[src/rtl/align_pkg.sv]
// Shared types and constants for the alignment scheduler and its helpers.
package align_pkg;
  localparam int DATA_W_DEFAULT = 32;
  localparam int TIMEOUT_MARGIN = 8;

  typedef enum logic [1:0] {
    IDLE,
    CLEAR,
    RUN,
    DONE
  } state_t;
endpackage

[src/rtl/align_scheduler_wavefront_skew.sv]
// Sticky shift-in-ones enable: after load, one more PE column is enabled per shift cycle.
module wavefront_skew #(
  parameter int M = 8
) (
  input  logic         clk,
  input  logic         reset,
  input  logic         load,
  input  logic         shift,
  input  logic         clear,
  output logic [M-1:0] start
);

  always_ff @(posedge clk) begin
    if (reset || clear) begin
      start <= '0;
    end else if (load) begin
      start <= M'(1);
    end else if (shift) begin
      start <= (start << 1) | M'(1);
    end
  end

endmodule

[src/rtl/align_scheduler.sv]
// Drives one systolic alignment run: clears the PE row, skews column starts, feeds PE 0 boundaries
// and captures the final score from the last column, with a cycle-bound timeout.
module align_scheduler
  import align_pkg::*;
#(
  parameter int N      = 8,
  parameter int M      = 8,
  parameter int DATA_W = DATA_W_DEFAULT
) (
  input  logic              clk,
  input  logic              reset,
  input  logic              cmd_valid,
  output logic              cmd_ready,
  input  logic [DATA_W-1:0] gap_penalty,
  output logic              pe_reset,
  output logic [M-1:0]      pe_start,
  input  logic [M-1:0]      pe_done,
  input  logic [M-1:0]      pe_finish,
  input  logic [DATA_W-1:0] pe_last_right,
  output logic [DATA_W-1:0] boundary_left,
  output logic [DATA_W-1:0] boundary_diag,
  output logic              busy,
  output logic              result_valid,
  output logic [DATA_W-1:0] result_score,
  output logic              timeout_err
);

  localparam int RUN_LIMIT = N + M + TIMEOUT_MARGIN;
  localparam int T_W       = $clog2(RUN_LIMIT + 1);
  localparam int C_W       = $clog2(N + 1);

  state_t            state, state_next;
  logic [T_W-1:0]    t_cnt;
  logic [C_W-1:0]    done_cnt;
  logic [DATA_W-1:0] gap_q;
  logic              last_row_done;
  logic              run_abort;
  logic              skew_load;
  logic              skew_shift;
  logic              skew_clear;
  logic              unused_cols;

  // Columns other than the last are observed only; their pulses do not steer the run.
  assign unused_cols = ^pe_done;

  always_ff @(posedge clk) begin
    if (reset) state <= IDLE;
    else       state <= state_next;
  end

  always_comb begin
    state_next    = state;
    cmd_ready     = 1'b0;
    pe_reset      = reset;
    busy          = 1'b1;
    result_valid  = 1'b0;
    last_row_done = 1'b0;
    run_abort     = 1'b0;
    case (state)
      IDLE: begin
        cmd_ready = 1'b1;
        busy      = 1'b0;
        if (cmd_valid) state_next = CLEAR;
      end
      CLEAR: begin
        pe_reset   = 1'b1;
        state_next = RUN;
      end
      RUN: begin
        // A completing last row takes priority over a timeout in the same cycle.
        if (pe_done[M-1] && done_cnt == C_W'(N - 1)) begin
          last_row_done = 1'b1;
          state_next    = DONE;
        end else if (t_cnt == T_W'(RUN_LIMIT - 1) || (&pe_finish)) begin
          run_abort  = 1'b1;
          state_next = DONE;
        end
      end
      DONE: begin
        result_valid = 1'b1;
        state_next   = IDLE;
      end
      default: state_next = IDLE;
    endcase
  end

  assign skew_load  = (state == CLEAR);
  assign skew_shift = (state == RUN) && (state_next == RUN);
  assign skew_clear = !skew_load && !skew_shift;

  wavefront_skew #(.M(M)) u_skew (
    .clk   (clk),
    .reset (reset),
    .load  (skew_load),
    .shift (skew_shift),
    .clear (skew_clear),
    .start (pe_start)
  );

  always_ff @(posedge clk) begin
    if (reset) begin
      gap_q         <= '0;
      boundary_left <= '0;
      boundary_diag <= '0;
      t_cnt         <= '0;
      done_cnt      <= '0;
      result_score  <= '0;
      timeout_err   <= 1'b0;
    end else begin
      case (state)
        IDLE: begin
          if (cmd_valid) begin
            gap_q       <= gap_penalty;
            timeout_err <= 1'b0;
          end
        end
        CLEAR: begin
          boundary_diag <= '0;
          boundary_left <= gap_q;
          t_cnt         <= '0;
          done_cnt      <= '0;
        end
        RUN: begin
          // Row r boundaries are r*gap and (r+1)*gap, built incrementally with wrap.
          t_cnt         <= t_cnt + T_W'(1);
          boundary_diag <= boundary_diag + gap_q;
          boundary_left <= boundary_left + gap_q;
          if (pe_done[M-1]) done_cnt <= done_cnt + C_W'(1);
          if (last_row_done) begin
            result_score <= pe_last_right;
          end else if (run_abort) begin
            result_score <= '0;
            timeout_err  <= 1'b1;
          end
        end
        default: ;
      endcase
    end
  end

endmodule

[config.mk]
export PLATFORM = sky130hd
export DESIGN_NAME = align_scheduler
export DESIGN_NICKNAME = d
export VERILOG_FILES = /design/src/rtl/align_pkg.sv /design/src/rtl/align_scheduler_wavefront_skew.sv /design/src/rtl/align_scheduler.sv
export SDC_FILE = /design/constraint.sdc
export NUM_CORES = 1
export LEC_CHECK = 0
export BUFFER_PORTS_ARGS = -buffer_cell sky130_fd_sc_hd__buf_2
export CAP_MARGIN = 20
export CORE_ASPECT_RATIO = 0.6
export CORE_UTILIZATION = 35
export DETAILED_ROUTE_END_ITERATION = 8
export GPL_TIMING_DRIVEN = 1
export PLACE_DENSITY = 0.55
export SLEW_MARGIN = 20
export SYNTH_ARGS = -nofsm -noshare
export SYNTH_HDL_FRONTEND = slang
export SYNTH_HIERARCHICAL = 1
export SYNTH_SLANG_ARGS = --single-unit
export TNS_END_PERCENT = 20
[constraint.sdc]
create_clock -name clk -period 3.4 [get_ports clk]
set_input_delay 0.68 -clock clk [delete_from_list [all_inputs] [get_ports clk]]
set_output_delay 0.68 -clock clk [all_outputs]
set_load 0.02 [all_outputs]
==> results of run 1 <==
synth_stat cells (3+ instances only):
library cell / n / area share [%]
sky130_fd_sc_hd__a211o_1: 3 / 0.30
sky130_fd_sc_hd__a211oi_1: 26 / 2.2
sky130_fd_sc_hd__a21o_1: 36 / 3.0
sky130_fd_sc_hd__a21oi_1: 99 / 5.6
sky130_fd_sc_hd__a22oi_1: 47 / 4.0
sky130_fd_sc_hd__a2bb2oi_1: 3 / 0.30
sky130_fd_sc_hd__a311oi_1: 3 / 0.30
sky130_fd_sc_hd__a31o_2: 4 / 0.39
sky130_fd_sc_hd__a31oi_1: 16 / 1.1
sky130_fd_sc_hd__and2_1: 6 / 0.42
sky130_fd_sc_hd__and3_1: 19 / 1.3
sky130_fd_sc_hd__buf_1: 8 / 0.34
sky130_fd_sc_hd__clkbuf_1: 46 / 1.9
sky130_fd_sc_hd__dfxtp_1: 148 / 33
sky130_fd_sc_hd__ha_1: 68 / 9.6
sky130_fd_sc_hd__inv_1: 20 / 0.85
sky130_fd_sc_hd__mux2i_1: 26 / 2.9
sky130_fd_sc_hd__nand2_1: 144 / 6.1
sky130_fd_sc_hd__nand2b_1: 5 / 0.35
sky130_fd_sc_hd__nand3_1: 15 / 0.85
sky130_fd_sc_hd__nand4_1: 11 / 0.78
sky130_fd_sc_hd__nor2_1: 120 / 5.1
sky130_fd_sc_hd__nor2b_1: 7 / 0.49
sky130_fd_sc_hd__nor3_1: 15 / 0.85
sky130_fd_sc_hd__nor3b_1: 3 / 0.25
sky130_fd_sc_hd__o211ai_1: 6 / 0.51
sky130_fd_sc_hd__o21ai_0: 47 / 2.7
sky130_fd_sc_hd__o21ai_1: 15 / 0.85
sky130_fd_sc_hd__o21bai_1: 11 / 0.93
sky130_fd_sc_hd__o221ai_1: 3 / 0.30
sky130_fd_sc_hd__or2_2: 4 / 0.28
sky130_fd_sc_hd__or3_1: 9 / 0.63
sky130_fd_sc_hd__xnor2_1: 36 / 3.6
sky130_fd_sc_hd__xor2_1: 11 / 1.1
how the worst min path moves through the flow:
| stage | end | start | cells after the start |
|---|---|---|---|
| floorplan | gap_q[0] | gap_q[0] | 2 |
| global placement | boundary_diag[25] | boundary_diag[25] | 2 |
| detailed placement | boundary_diag[25] | boundary_diag[25] | 2 |
| CTS | gap_q[2] | gap_penalty[2] | 3 |
| global route | gap_q[5] | gap_penalty[5] | 3 |
| finish | boundary_diag[25] | boundary_diag[25] | 2 |
state kept, by name, summed over array words and instances, names as in the netlist, 2 cells and up:
name	cells
gap_q	32
boundary_left	32
result_score	32
state	2
done_cnt	4
t_cnt	5
boundary_diag	32
u_skew/start	8
cell type report:
cell class	count	area (µm²)	area share (%)
clock buffers	19	443	4.12
well taps	322	403	3.75
multi-input cells	871	5630	52.4
repair buffers	206	1090	10.1
inverters	20	75.1	0.698
flip-flops and latches	148	2960	27.6
clock inverters	13	149	1.38
per-stage QoR:
stage / instance area [µm²] / hold slack, ns / util, %
2_1_floorplan: 8870 / 0.469 / -
3_3_place_gp: 10200 / 0.465 / 41.5
3_5_place_dp: 10200 / 0.475 / 41.5
4_1_cts: 10800 / 0.460 / 43.9
5_1_grt: 10800 / 0.469 / 43.9
6_report: 10800 / 0.481 / 43.9
worst reg2reg max path: stages, from the launching register on:
cell,delay (ns)
sky130_fd_sc_hd__dfxtp_1,0.38
sky130_fd_sc_hd__ha_1,0.28
sky130_fd_sc_hd__fa_1,0.44
sky130_fd_sc_hd__a211oi_1,0.38
sky130_fd_sc_hd__o21bai_1,0.15
sky130_fd_sc_hd__and4_1,0.23
sky130_fd_sc_hd__o211ai_1,0.29
sky130_fd_sc_hd__a21oi_1,0.16
sky130_fd_sc_hd__o21ai_1,0.30
sky130_fd_sc_hd__a21boi_0,0.14
sky130_fd_sc_hd__o32ai_1,0.24
power groups by stage:
stage	combinational, mW	clock (mW)	sequential (mW)
5_1_grt	2.94	2.06	2.19
4_1_cts	2.65	1.97	2.17
6_report	2.66	1.93	2.17
3_3_place_gp	2.63	0	2.20
2_1_floorplan	1.74	0	2.25
3_5_place_dp	2.64	0	2.20
layout by cell type (no fill, tap or decap), types with 3 or more instances in the layout:
cell,n
sky130_fd_sc_hd__a31o_2,4
sky130_fd_sc_hd__o211ai_1,6
sky130_fd_sc_hd__and2_1,6
sky130_fd_sc_hd__nand3_1,15
sky130_fd_sc_hd__clkinvlp_4,3
sky130_fd_sc_hd__a31oi_1,16
sky130_fd_sc_hd__mux2i_1,26
sky130_fd_sc_hd__nor3b_1,3
sky130_fd_sc_hd__ha_1,66
sky130_fd_sc_hd__clkbuf_16,17
sky130_fd_sc_hd__or3_1,9
sky130_fd_sc_hd__nand2_1,144
sky130_fd_sc_hd__dfxtp_1,148
sky130_fd_sc_hd__and3_1,19
sky130_fd_sc_hd__a21o_1,36
sky130_fd_sc_hd__nor2_1,120
sky130_fd_sc_hd__a21oi_1,98
sky130_fd_sc_hd__or2_2,4
sky130_fd_sc_hd__nor3_1,14
sky130_fd_sc_hd__o21ai_1,15
sky130_fd_sc_hd__buf_2,183
sky130_fd_sc_hd__a2bb2oi_1,3
sky130_fd_sc_hd__inv_6,4
sky130_fd_sc_hd__buf_4,23
sky130_fd_sc_hd__nand4_1,11
sky130_fd_sc_hd__o21ai_0,47
sky130_fd_sc_hd__o21bai_1,11
sky130_fd_sc_hd__a211oi_1,26
sky130_fd_sc_hd__nor2b_1,7
sky130_fd_sc_hd__xnor2_1,36
sky130_fd_sc_hd__xor2_1,11
sky130_fd_sc_hd__inv_1,20
sky130_fd_sc_hd__a311oi_1,3
sky130_fd_sc_hd__nand2b_1,5
sky130_fd_sc_hd__o221ai_1,3
sky130_fd_sc_hd__a22oi_1,47
sky130_fd_sc_hd__clkinv_4,3
sky130_fd_sc_hd__a211o_1,3
layer usage:
metal / up-vias / routed length [µm] / track usage [%] / share of wire (%)
met4: 0 / 284 / 4.96 / 1.0
met1: 3882 / 15400 / 35.1 / 55
met5: - / 0 / 0 / 0
met2: 288 / 10400 / 28.0 / 37
met3: 20 / 2110 / 5.07 / 7.5
li1: 4345 / - / - / -
cell families after synthesis:
group / share of synthesized area (%)
adders and majority gates: 10.0
DFF: 33.4
AOI/OAI and AO/OA: 26.9
muxes: 3.19
buffers and inverters: 3.24
xor gates and xnor gates: 4.64
and+or+nand+nor: 18.6
==> impl_metrics.prom, run 1 <==
# TYPE chip_impl_metric gauge
chip_impl_info{name="critical_path.startpoint_type",value="flip-flop"} 1
chip_impl_info{name="r2r_start",value="gap_q[0]"} 1
chip_impl_metric{name="netSwitchingPower",unit="mW"} 2.79
chip_impl_metric{name="final-hold-violation-count",unit=""} 0
chip_impl_metric{name="synth-seq-cells",unit=""} 148
chip_impl_metric{name="yosys_warnings",unit=""} 6
chip_impl_metric{name="achievable-frequency",unit="MHz"} 322
chip_impl_metric{name="setup_viol",unit=""} 0
chip_impl_metric{name="setup_ws_post_layout",unit="ns"} 0.299
chip_impl_metric{name="syn-num-nets",unit=""} 1248
chip_impl_metric{name="clock_sink_count",unit=""} 148
chip_impl_metric{name="placed_cells_incl_taps",unit=""} 1567
chip_impl_metric{name="cell_count_along_the_critical_path",unit=""} 10
chip_impl_metric{name="drv.max_cap_violation_count",unit=""} 0
chip_impl_metric{name="design.die.area",unit="µm²"} 26000
chip_impl_metric{name="path_clk_slew",unit="ns"} 0.07
chip_impl_metric{name="power.leakage",unit="nW"} 4.84
chip_impl_info{name="crit_chain",value="ha_1 > fa_1 > a211oi_1 > o21bai_1 > and4_1 > o211ai_1 > a21oi_1 > o21ai_1 > a21boi_0 > o32ai_1"} 1
chip_impl_metric{name="finalNonFillerCells",unit=""} 1599
chip_impl_metric{name="globalplace.congestion",unit=""} 0.890
chip_impl_metric{name="netlist_area",unit="µm²"} 8870
chip_impl_metric{name="post-layout-total-power",unit="mW"} 6.76
chip_impl_metric{name="setup_tns",unit="ns"} 0
chip_impl_metric{name="row_count",unit=""} 44
chip_impl_metric{name="cts_made_buffers",unit=""} 17
chip_impl_metric{name="clockPowerShare",unit="%"} 28.5
chip_impl_metric{name="clock_latency",unit="ns"} 0.43
chip_impl_metric{name="power_switching_share",unit="%"} 41.3
chip_impl_metric{name="place.detailed.hpwl",unit="mm"} 21.2
chip_impl_metric{name="max_slew_margin",unit="%"} 43.5
chip_impl_metric{name="n_antenna_cell",unit=""} 0
chip_impl_metric{name="critical_path_arrival",unit="ns"} 3.44
chip_impl_metric{name="synth_cell_types",unit=""} 73
chip_impl_info{name="timing.critical_path.from",value="gap_q[0]"} 1
chip_impl_metric{name="p_int",unit="mW"} 3.97
chip_impl_metric{name="die_y",unit="µm"} 125
chip_impl_info{name="path_delay_family",value="compound AO/OA/AOI/OAI gates"} 1
chip_impl_metric{name="post_route_drc",unit=""} 0
chip_impl_metric{name="report.final.slew_viol_count",unit=""} 0
chip_impl_metric{name="synth_instances",unit=""} 1095
chip_impl_info{name="worstSetupPathType",value="reg2reg"} 1
chip_impl_metric{name="regToRegSetupSlack",unit="ns"} 0.30
chip_impl_metric{name="reg2reg_path_depth",unit=""} 10
chip_impl_metric{name="initial_core_util",unit="%"} 36.2
chip_impl_metric{name="grt_antenna_before_repair",unit=""} 0
chip_impl_metric{name="post_cts_resize_count",unit=""} 0
chip_impl_metric{name="clock_tree.buffer_depth",unit=""} 2
chip_impl_metric{name="pre_cts_slack",unit="ns"} 0.393
chip_impl_metric{name="yosysSeqAreaShare",unit="%"} 33.4
chip_impl_metric{name="grt_pass1_wl",unit="mm"} 44.4
chip_impl_metric{name="bufs_and_invs_on_worst_path",unit=""} 0
chip_impl_metric{name="coreArea",unit="µm²"} 24500
chip_impl_metric{name="io_buffers",unit=""} 184
chip_impl_metric{name="seq_power_share",unit="%"} 32.1
chip_impl_info{name="crit_end",value="boundary_left[24]"} 1
chip_impl_metric{name="postCtsSetupRepairBufs",unit=""} 0
chip_impl_metric{name="clock-skew-final",unit="ns"} 0.00874
chip_impl_metric{name="critical_path.max_stage_delay",unit="ns"} 0.44
chip_impl_metric{name="combinationalPowerShare",unit="%"} 39.4
chip_impl_info{name="rsz0062_at_grt",value="no"} 1
chip_impl_metric{name="ir_worst_vdd",unit="mV"} 0.328
chip_impl_info{name="critical_path.reg2reg.endpoint",value="boundary_left[24]"} 1
chip_impl_metric{name="finalCriticalPeriod",unit="ns"} 3.10
chip_impl_metric{name="critPathRequiredTime",unit="ns"} 3.74
chip_impl_metric{name="grt.overflow.total",unit=""} 0
chip_impl_metric{name="wirelength",unit="mm"} 28.1
chip_impl_metric{name="area_growth_syn_to_layout",unit="%"} 21.2
chip_impl_metric{name="asr_flop_ratio_synth",unit="%"} 0
chip_impl_metric{name="synth_edf_count",unit=""} 0
chip_impl_info{name="hold_path_class",value="reg2reg"} 1
chip_impl_metric{name="grt_util_all_layers",unit="%"} 21.8
chip_impl_metric{name="grt_pass1_vias",unit=""} 7791
chip_impl_metric{name="htreeDepth",unit=""} 4
chip_impl_info{name="status",value="finished, final reports clean"} 1
chip_impl_metric{name="critical_path.max_fanout",unit=""} 4
chip_impl_metric{name="holdBufCountCts",unit=""} 0
chip_impl_info{name="tritoncts_clock_tree",value="yes"} 1
chip_impl_info{name="clockRootBuffer",value="sky130_fd_sc_hd__clkbuf_16"} 1
chip_impl_metric{name="first_iter_violations",unit=""} 826
chip_impl_metric{name="postSynthAreaPerCell",unit="µm²"} 8.10
chip_impl_metric{name="antenna_left",unit=""} 0
chip_impl_metric{name="fillers",unit=""} 2494
chip_impl_info{name="timing.critical_path.slowest_stage_cell",value="sky130_fd_sc_hd__fa_1"} 1
chip_impl_metric{name="viasPerCell",unit=""} 5.34
chip_impl_metric{name="design.portCount",unit=""} 192
chip_impl_metric{name="power_density_over_the_cells",unit="nW/µm²"} 629
chip_impl_metric{name="vias_after_detailed_routing",unit=""} 8535
chip_impl_metric{name="fin_crit_sh",unit="%"} 91.2
chip_impl_info{name="synth_ff_type",value="sky130_fd_sc_hd__dfxtp_1"} 1
chip_impl_metric{name="chip_width",unit="µm"} 208
chip_impl_metric{name="proportion_of_layout_cells_with_a_drive_suffix_above_1",unit="%"} 20.8
chip_impl_metric{name="fin_nets",unit=""} 1417
chip_impl_metric{name="firstDrtPassIters",unit=""} 5
chip_impl_metric{name="routed_wire_length_per_instance",unit="µm"} 17.6
chip_impl_metric{name="largest_net_degree_at_the_start_of_global_routing",unit=""} 56
chip_impl_info{name="critPathCaptureType",value="flip-flop"} 1
chip_impl_metric{name="worstMarginPinSlew",unit="ns"} 0.845
Note: power is estimated with default switching activity, not from simulation.
==> run 2, diff against run 1 <==
--- a/config.mk
+++ b/config.mk
@@ -7,7 +7,6 @@
 export LEC_CHECK = 0
 export BUFFER_PORTS_ARGS = -buffer_cell sky130_fd_sc_hd__buf_2
 export CAP_MARGIN = 20
-export CORE_ASPECT_RATIO = 0.6
 export CORE_UTILIZATION = 35
 export DETAILED_ROUTE_END_ITERATION = 8
 export GPL_TIMING_DRIVEN = 1
==> run 2 against run 1 <==
Compared with the run above: final area is 0.28% lower; setup slack better by 0.067 ns; final cell count hardly changed; sequential power hardly changed; global-route usage is 1.0 points lower; maximum frequency is 2.2% higher; combinational power is 3% lower; count of clock-buffer cells in the layout is 1 lower; die area hardly changed; largest cell class unchanged; largest power group unchanged.
==> impl_metrics.prom, run 2 (synthesis gave the netlist of run 1 again) <==
# TYPE chip_impl_metric gauge
chip_impl_info{name="status",value="finished, final reports clean"} 1
chip_impl_info{name="path_delay_family",value="compound AO/OA/AOI/OAI gates"} 1
chip_impl_metric{name="grt_util_all_layers",unit="%"} 20.8
chip_impl_metric{name="combinationalPowerShare",unit="%"} 38.8
chip_impl_info{name="critical_path.startpoint_type",value="flip-flop"} 1
chip_impl_metric{name="post_route_drc",unit=""} 0
chip_impl_metric{name="finalCriticalPeriod",unit="ns"} 3.03
chip_impl_metric{name="postCtsSetupRepairBufs",unit=""} 0
chip_impl_metric{name="vias_after_detailed_routing",unit=""} 8508
chip_impl_info{name="hold_path_class",value="reg2reg"} 1
chip_impl_info{name="critPathCaptureType",value="flip-flop"} 1
chip_impl_metric{name="p_int",unit="mW"} 3.90
chip_impl_metric{name="critPathRequiredTime",unit="ns"} 3.73
chip_impl_info{name="worstSetupPathType",value="reg2reg"} 1
chip_impl_metric{name="post-layout-total-power",unit="mW"} 6.65
chip_impl_metric{name="regToRegSetupSlack",unit="ns"} 0.37
chip_impl_metric{name="achievable-frequency",unit="MHz"} 330
chip_impl_metric{name="holdBufCountCts",unit=""} 0
chip_impl_metric{name="power.leakage",unit="nW"} 4.81
chip_impl_metric{name="clock_sink_count",unit=""} 148
chip_impl_metric{name="reg2reg_path_depth",unit=""} 11
chip_impl_metric{name="placed_cells_incl_taps",unit=""} 1566
chip_impl_metric{name="post_cts_resize_count",unit=""} 0
chip_impl_metric{name="place.detailed.hpwl",unit="mm"} 19.7
chip_impl_metric{name="cell_count_along_the_critical_path",unit=""} 11
chip_impl_metric{name="area_growth_syn_to_layout",unit="%"} 20.9
chip_impl_metric{name="hold_ws",unit="ns"} 0.476
chip_impl_metric{name="fin_nets",unit=""} 1414
chip_impl_info{name="rsz0062_at_grt",value="no"} 1
chip_impl_metric{name="first_iter_violations",unit=""} 503
chip_impl_metric{name="clock-skew-final",unit="ns"} 0.0121
chip_impl_info{name="final_cell_mix",value="183 x sky130_fd_sc_hd__buf_2, 148 x sky130_fd_sc_hd__dfxtp_1, 144 x sky130_fd_sc_hd__nand2_1"} 1
chip_impl_info{name="crit_chain",value="ha_1 > inv_1 > fa_1 > nor2b_1 > o2111ai_1 > a31oi_1 > o2111ai_1 > a21oi_1 > o21a_1 > o21ai_0 > a32o_1"} 1
chip_impl_metric{name="placed_cell_area",unit="µm²"} 10100
chip_impl_metric{name="path_clk_slew",unit="ns"} 0.07
chip_impl_metric{name="finalNonFillerCells",unit=""} 1598
chip_impl_metric{name="cts_made_buffers",unit=""} 17
chip_impl_metric{name="final_cell_area",unit="µm²"} 10700
chip_impl_metric{name="viasPerCell",unit=""} 5.32
chip_impl_metric{name="fin_crit_sh",unit="%"} 89.2
chip_impl_metric{name="grt.overflow.total",unit=""} 0
chip_impl_info{name="tritoncts_clock_tree",value="yes"} 1
chip_impl_metric{name="critical_path.max_stage_delay",unit="ns"} 0.45
chip_impl_metric{name="clock_latency",unit="ns"} 0.43
chip_impl_metric{name="bufs_and_invs_on_worst_path",unit=""} 1
chip_impl_info{name="final_common_cell",value="sky130_fd_sc_hd__buf_2"} 1
chip_impl_metric{name="initial_core_util",unit="%"} 36.0
chip_impl_metric{name="critical_path_arrival",unit="ns"} 3.37
chip_impl_metric{name="grt_pass1_wl",unit="mm"} 42.8
chip_impl_metric{name="proportion_of_layout_cells_with_a_drive_suffix_above_1",unit="%"} 20.6
chip_impl_info{name="clockRootBuffer",value="sky130_fd_sc_hd__clkbuf_16"} 1
chip_impl_metric{name="row_count",unit=""} 57
chip_impl_metric{name="critical_path.max_fanout",unit=""} 4
chip_impl_metric{name="largest_net_degree_at_the_start_of_global_routing",unit=""} 76
chip_impl_metric{name="design.portCount",unit=""} 192
chip_impl_metric{name="worstMarginPinSlew",unit="ns"} 0.841
chip_impl_metric{name="seq_power_share",unit="%"} 32.6
chip_impl_metric{name="ir_worst_vdd",unit="mV"} 0.547
chip_impl_info{name="most_repeated_library_cell_on_the_critical_path",value="sky130_fd_sc_hd__o2111ai_1"} 1
chip_impl_metric{name="clock_tree.buffer_depth",unit=""} 2
chip_impl_metric{name="htreeDepth",unit=""} 4
chip_impl_metric{name="setup_tns",unit="ns"} 0
chip_impl_metric{name="antenna_left",unit=""} 0
chip_impl_metric{name="netSwitchingPower",unit="mW"} 2.75
chip_impl_metric{name="postLayoutCoreUtil",unit="%"} 43.6
chip_impl_metric{name="n_antenna_cell",unit=""} 0
chip_impl_info{name="timing.critical_path.slowest_stage_cell",value="sky130_fd_sc_hd__fa_1"} 1
chip_impl_metric{name="power_density_over_the_cells",unit="nW/µm²"} 620
chip_impl_metric{name="io_buffers",unit=""} 184
chip_impl_metric{name="routed_wire_length_per_instance",unit="µm"} 16.7
chip_impl_metric{name="design.die.area",unit="µm²"} 26000
chip_impl_metric{name="globalplace.congestion",unit=""} 0.863
chip_impl_metric{name="die_y",unit="µm"} 161
chip_impl_metric{name="grt_antenna_before_repair",unit=""} 0
chip_impl_metric{name="grt_pass1_vias",unit=""} 7934
chip_impl_metric{name="clockPowerShare",unit="%"} 28.6
chip_impl_metric{name="coreArea",unit="µm²"} 24600
chip_impl_metric{name="final-hold-violation-count",unit=""} 0
chip_impl_metric{name="power_switching_share",unit="%"} 41.4
chip_impl_metric{name="chip_width",unit="µm"} 161
chip_impl_metric{name="report.final.slew_viol_count",unit=""} 0
chip_impl_metric{name="drv.max_cap_violation_count",unit=""} 0
chip_impl_metric{name="setup_viol",unit=""} 0
chip_impl_metric{name="holdPathStages",unit=""} 2
chip_impl_metric{name="pre_cts_slack",unit="ns"} 0.450
chip_impl_metric{name="setup_ws_post_layout",unit="ns"} 0.366
chip_impl_metric{name="firstDrtPassIters",unit=""} 5
chip_impl_metric{name="max_slew_margin",unit="%"} 43.7
chip_impl_metric{name="wirelength",unit="mm"} 26.6
==> run 2: cell count changes in the layout (fill, tap and decap cells not counted), moves of 2 or more <==
cell	change
sky130_fd_sc_hd__buf_4	-3
sky130_fd_sc_hd__clkinv_4	-2
sky130_fd_sc_hd__clkinvlp_4	+2
sky130_fd_sc_hd__inv_8	+2
==> run 2: power groups by stage <==
stage / Combinational [mW] / Clock [mW] / Sequential (mW)
floorplan: 1.74 / 0 / 2.25
global placement: 2.56 / 0 / 2.21
detailed placement: 2.58 / 0 / 2.21
CTS: 2.59 / 1.95 / 2.17
global route: 2.86 / 2.02 / 2.19
finish: 2.58 / 1.90 / 2.17
==> run 2: per-layer routing <==
layer	up-vias	track usage [%]	part of all wire, %
li1	4330	-	-
met1	3971	27.1	47
met2	178	34.9	47
met3	29	2.95	3.6
met4	0	7.20	2.0
met5	-	0	0
==> run 2: area by class of cell <==
class	instances	area, µm²
clock buffers	18	439
clock inverters	14	143
fillers	2557	13900
inverters	20	75.1
multi-input cells	871	5630
flip-flops and latches	148	2960
well taps	324	405
repair buffers	203	1070
==> run 2: worst paths after layout <==
kind,startpoint,end
worst max-delay path,gap_q[0],boundary_diag[26]
worst min-delay path,boundary_diag[25],boundary_diag[25]
worst max register to register,gap_q[0],boundary_diag[26]
worst min register to register,boundary_diag[25],boundary_diag[25]
==> run 2: worst min-delay path, cell delays in order, from the launching register on <==
cell and delay, ns:
sky130_fd_sc_hd__dfxtp_1 0.33, sky130_fd_sc_hd__nand2_1 0.05, sky130_fd_sc_hd__o21ai_1 0.05
==> run 3, diff against run 2 <==
--- a/config.mk
+++ b/config.mk
@@ -10,10 +10,9 @@
 export CORE_UTILIZATION = 35
 export DETAILED_ROUTE_END_ITERATION = 8
 export GPL_TIMING_DRIVEN = 1
-export PLACE_DENSITY = 0.55
+export PLACE_DENSITY = 0.56
 export SLEW_MARGIN = 20
 export SYNTH_ARGS = -nofsm -noshare
 export SYNTH_HDL_FRONTEND = slang
-export SYNTH_HIERARCHICAL = 1
 export SYNTH_SLANG_ARGS = --single-unit
 export TNS_END_PERCENT = 20
==> run 3 against run 2 <==
Compared with the run above: area after synthesis fell by 4.3%; critical path depth fell by 1; sequential share of layout area rose by 0.78 points; clock power barely moved; critical endpoint is now boundary_left[31]; sequential power rose by 6%; power rose by 9.2%; final cell count fell by 3.0%; register-to-register slack got worse by 0.14 ns.
==> impl_metrics.prom, run 3 <==
# TYPE chip_impl_metric gauge
chip_impl_info{name="status",value="finished, final reports clean"} 1
chip_impl_metric{name="proportion_of_layout_cells_with_a_drive_suffix_above_1",unit="%"} 20.7
chip_impl_metric{name="setup_viol",unit=""} 0
chip_impl_metric{name="fin_crit_sh",unit="%"} 93.4
chip_impl_metric{name="chip_width",unit="µm"} 158
chip_impl_metric{name="asr_flop_ratio_synth",unit="%"} 0
chip_impl_metric{name="postSynthAreaPerCell",unit="µm²"} 8.17
chip_impl_metric{name="path_clk_slew",unit="ns"} 0.07
chip_impl_info{name="final_cell_mix",value="183 x sky130_fd_sc_hd__buf_2, 148 x sky130_fd_sc_hd__dfxtp_1, 131 x sky130_fd_sc_hd__nand2_1"} 1
chip_impl_metric{name="final-hold-violation-count",unit=""} 0
chip_impl_info{name="r2r_start",value="gap_q[6]"} 1
chip_impl_metric{name="htreeDepth",unit=""} 4
chip_impl_metric{name="yosys_warnings",unit=""} 0
chip_impl_metric{name="synth_top_cell_area_share",unit="%"} 34.9
chip_impl_metric{name="finalCriticalPeriod",unit="ns"} 3.17
chip_impl_metric{name="holdPathStages",unit=""} 1
chip_impl_metric{name="cts_made_buffers",unit=""} 17
chip_impl_metric{name="fraction_of_the_mapped_netlist_area_in_compound_gates",unit="%"} 26.2
chip_impl_metric{name="yosysSeqAreaShare",unit="%"} 34.9
chip_impl_metric{name="regToRegSetupSlack",unit="ns"} 0.23
chip_impl_info{name="critical_path.reg2reg.endpoint",value="boundary_left[31]"} 1
chip_impl_metric{name="power_density_over_the_cells",unit="nW/µm²"} 696
chip_impl_metric{name="io_buffers",unit=""} 184
chip_impl_metric{name="power.leakage",unit="nW"} 4.85
chip_impl_metric{name="syn-num-nets",unit=""} 1192
chip_impl_metric{name="viasPerCell",unit=""} 5.20
chip_impl_info{name="clockRootBuffer",value="sky130_fd_sc_hd__clkbuf_16"} 1
chip_impl_metric{name="reg2reg_path_depth",unit=""} 10
chip_impl_metric{name="hold_ws",unit="ns"} 0.448
chip_impl_info{name="worstSetupPathType",value="reg2reg"} 1
chip_impl_info{name="final_common_cell",value="sky130_fd_sc_hd__buf_2"} 1
chip_impl_metric{name="wirelength",unit="mm"} 24.3
chip_impl_metric{name="grt.overflow.total",unit=""} 0
chip_impl_metric{name="synth_adder_area_share",unit="%"} 10.5
chip_impl_metric{name="design.portCount",unit=""} 192
chip_impl_metric{name="post_synth_and_or_nand_nor_area_fraction",unit="%"} 18.0
chip_impl_metric{name="row_count",unit=""} 56
chip_impl_metric{name="critPathRequiredTime",unit="ns"} 3.75
chip_impl_info{name="yosysTopAreaCell",value="sky130_fd_sc_hd__dfxtp_1"} 1
chip_impl_info{name="count_leader_synth",value="sky130_fd_sc_hd__dfxtp_1"} 1
chip_impl_metric{name="design.die.area",unit="µm²"} 24900
chip_impl_info{name="tritoncts_clock_tree",value="yes"} 1
chip_impl_metric{name="coreArea",unit="µm²"} 23600
chip_impl_metric{name="setup_tns",unit="ns"} 0
chip_impl_metric{name="clock_sink_count",unit=""} 148
chip_impl_metric{name="clock_tree.buffer_depth",unit=""} 2
chip_impl_metric{name="antenna_left",unit=""} 0
chip_impl_metric{name="netlist_area",unit="µm²"} 8490
chip_impl_metric{name="first_iter_violations",unit=""} 395
chip_impl_metric{name="place.detailed.hpwl",unit="mm"} 17.7
chip_impl_metric{name="muxShareOfSynthArea",unit="%"} 2.87
chip_impl_info{name="critical_path.startpoint_type",value="flip-flop"} 1
chip_impl_info{name="worst_hold_path.endpoint",value="u_skew.start[5]"} 1
chip_impl_metric{name="synth_cell_types",unit=""} 64
chip_impl_metric{name="initial_core_util",unit="%"} 35.9
chip_impl_info{name="synth.top_cells.by_count",value="148 x sky130_fd_sc_hd__dfxtp_1, 131 x sky130_fd_sc_hd__nand2_1, 125 x sky130_fd_sc_hd__nor2_1, 100 x sky130_fd_sc_hd__a21oi_1, 68 x sky130_fd_sc_hd__ha_1"} 1
chip_impl_metric{name="worstMarginPinSlew",unit="ns"} 0.840
chip_impl_metric{name="critical_path_arrival",unit="ns"} 3.53
chip_impl_metric{name="routed_wire_length_per_instance",unit="µm"} 15.7
chip_impl_metric{name="globalplace.congestion",unit=""} 0.867
chip_impl_metric{name="synth-seq-cells",unit=""} 148
chip_impl_metric{name="synth_edf_count",unit=""} 0
chip_impl_metric{name="vias_after_detailed_routing",unit=""} 8065
chip_impl_info{name="netlist_top_cells_area",value="sky130_fd_sc_hd__dfxtp_1 35%, sky130_fd_sc_hd__ha_1 10%, sky130_fd_sc_hd__a21oi_1 5.9%"} 1
chip_impl_metric{name="max_slew_margin",unit="%"} 44.0
chip_impl_metric{name="critical_path.max_fanout",unit=""} 6
chip_impl_info{name="rsz0062_at_grt",value="no"} 1
chip_impl_metric{name="area_growth_syn_to_layout",unit="%"} 22.9
chip_impl_metric{name="firstDrtPassIters",unit=""} 7
chip_impl_metric{name="grt_antenna_before_repair",unit=""} 1
chip_impl_metric{name="clock_latency",unit="ns"} 0.43
chip_impl_metric{name="grt_pass1_wl",unit="mm"} 38.6
chip_impl_info{name="min_from",value="u_skew.start[4]"} 1
chip_impl_metric{name="report.final.slew_viol_count",unit=""} 0
chip_impl_metric{name="yosys.area_share.xor_xnor",unit="%"} 4.54
chip_impl_info{name="synth_ff_type",value="sky130_fd_sc_hd__dfxtp_1"} 1
chip_impl_metric{name="fin_nets",unit=""} 1370
chip_impl_metric{name="die_y",unit="µm"} 158
chip_impl_metric{name="ir_worst_vdd",unit="mV"} 0.364
chip_impl_metric{name="grt_util_all_layers",unit="%"} 19.9
chip_impl_metric{name="clock-skew-final",unit="ns"} 0.0181
chip_impl_metric{name="drv.max_cap_violation_count",unit=""} 0
chip_impl_info{name="dominant_combinational_cell_family_by_area_after_synthesis",value="compound AO/OA/AOI/OAI gates"} 1
chip_impl_metric{name="largest_net_degree_at_the_start_of_global_routing",unit=""} 77
chip_impl_info{name="hold_path_class",value="reg2reg"} 1
chip_impl_metric{name="post_route_drc",unit=""} 0
chip_impl_metric{name="grt_pass1_vias",unit=""} 7466
chip_impl_metric{name="synth_instances",unit=""} 1039
chip_impl_metric{name="achievable-frequency",unit="MHz"} 315
chip_impl_info{name="critPathCaptureType",value="flip-flop"} 1
run 3: routing by layer:
layer  GRT usage, %  vias to the layer above  wire [µm]
met5              0                        -          0
met4           5.83                        0        299
met3           4.11                       20       1130
met2           31.8                      169      10800
met1           26.8                     3743      12100
li1               -                     4133          -
run 3: area by class of cell:
cell class | count | area, µm²
Timing Repair Buffer | 206 | 1090
Clock buffer | 17 | 425
Antenna cell | 1 | 2.50
Sequential cell | 148 | 2960
Clock inverter | 15 | 181
Inverter | 21 | 78.8
Tap cell | 319 | 399
Fill cell | 2430 | 13200
Multi-Input combinational cell | 823 | 5290
run 3: power breakdown:
group,internal (mW),switching [mW],total (mW)
logic,1.09,1.96,3.05
registers,2.01,0.286,2.29
clock network,0.997,0.920,1.92
run 3: worst max path at each step:
stage	start	end	depth (start not counted)
global placement	boundary_diag[0]	boundary_diag[28]	12
global route	gap_q[6]	boundary_left[31]	10
CTS	boundary_diag[0]	boundary_diag[28]	12
floorplan	boundary_left[5]	boundary_left[31]	10
finish	gap_q[6]	boundary_left[31]	10
detailed placement	boundary_diag[0]	boundary_diag[26]	14
run 3: what timing repair did:
item	in CTS	in global routing
hold buffers	0	0
endpoints found under the setup margin	0	4
buffers inserted	0	0
resized for setup	0	2
run 3: per-stage QoR:
step	cells	total power, mW	instance area [µm²]	util [%]	worst slack [ns]
6_report	1550	7.26	10400	44.2	0.225
5_1_grt	1549	7.78	10400	44.2	0.0230
4_1_cts	1549	7.34	10400	44.1	0.192
3_5_place_dp	1517	5.39	9810	41.5	0.217
3_3_place_gp	1517	5.35	9810	41.5	0.247
2_1_floorplan	1039	4.46	8490	-	0.431
run 3: worst max-delay path, stage by stage (launching register included):
cell	delay, ns
sky130_fd_sc_hd__dfxtp_1	0.40
sky130_fd_sc_hd__ha_1	0.33
sky130_fd_sc_hd__and2_4	0.17
sky130_fd_sc_hd__a221o_1	0.34
sky130_fd_sc_hd__a211o_1	0.36
sky130_fd_sc_hd__o2111a_2	0.32
sky130_fd_sc_hd__o211ai_4	0.28
sky130_fd_sc_hd__a21oi_2	0.12
sky130_fd_sc_hd__a211oi_2	0.27
sky130_fd_sc_hd__mux2_1	0.36
sky130_fd_sc_hd__a31oi_1	0.15
run 3: cell families after synthesis:
| kind of cell | after synthesis |
|---|---|
| flops | 148 |
| mux | 24 |
| compound gates | 338 |
| simple gates | 347 |
| xor+xnor | 44 |
| buf+inv | 68 |
| fa+ha+maj | 70 |
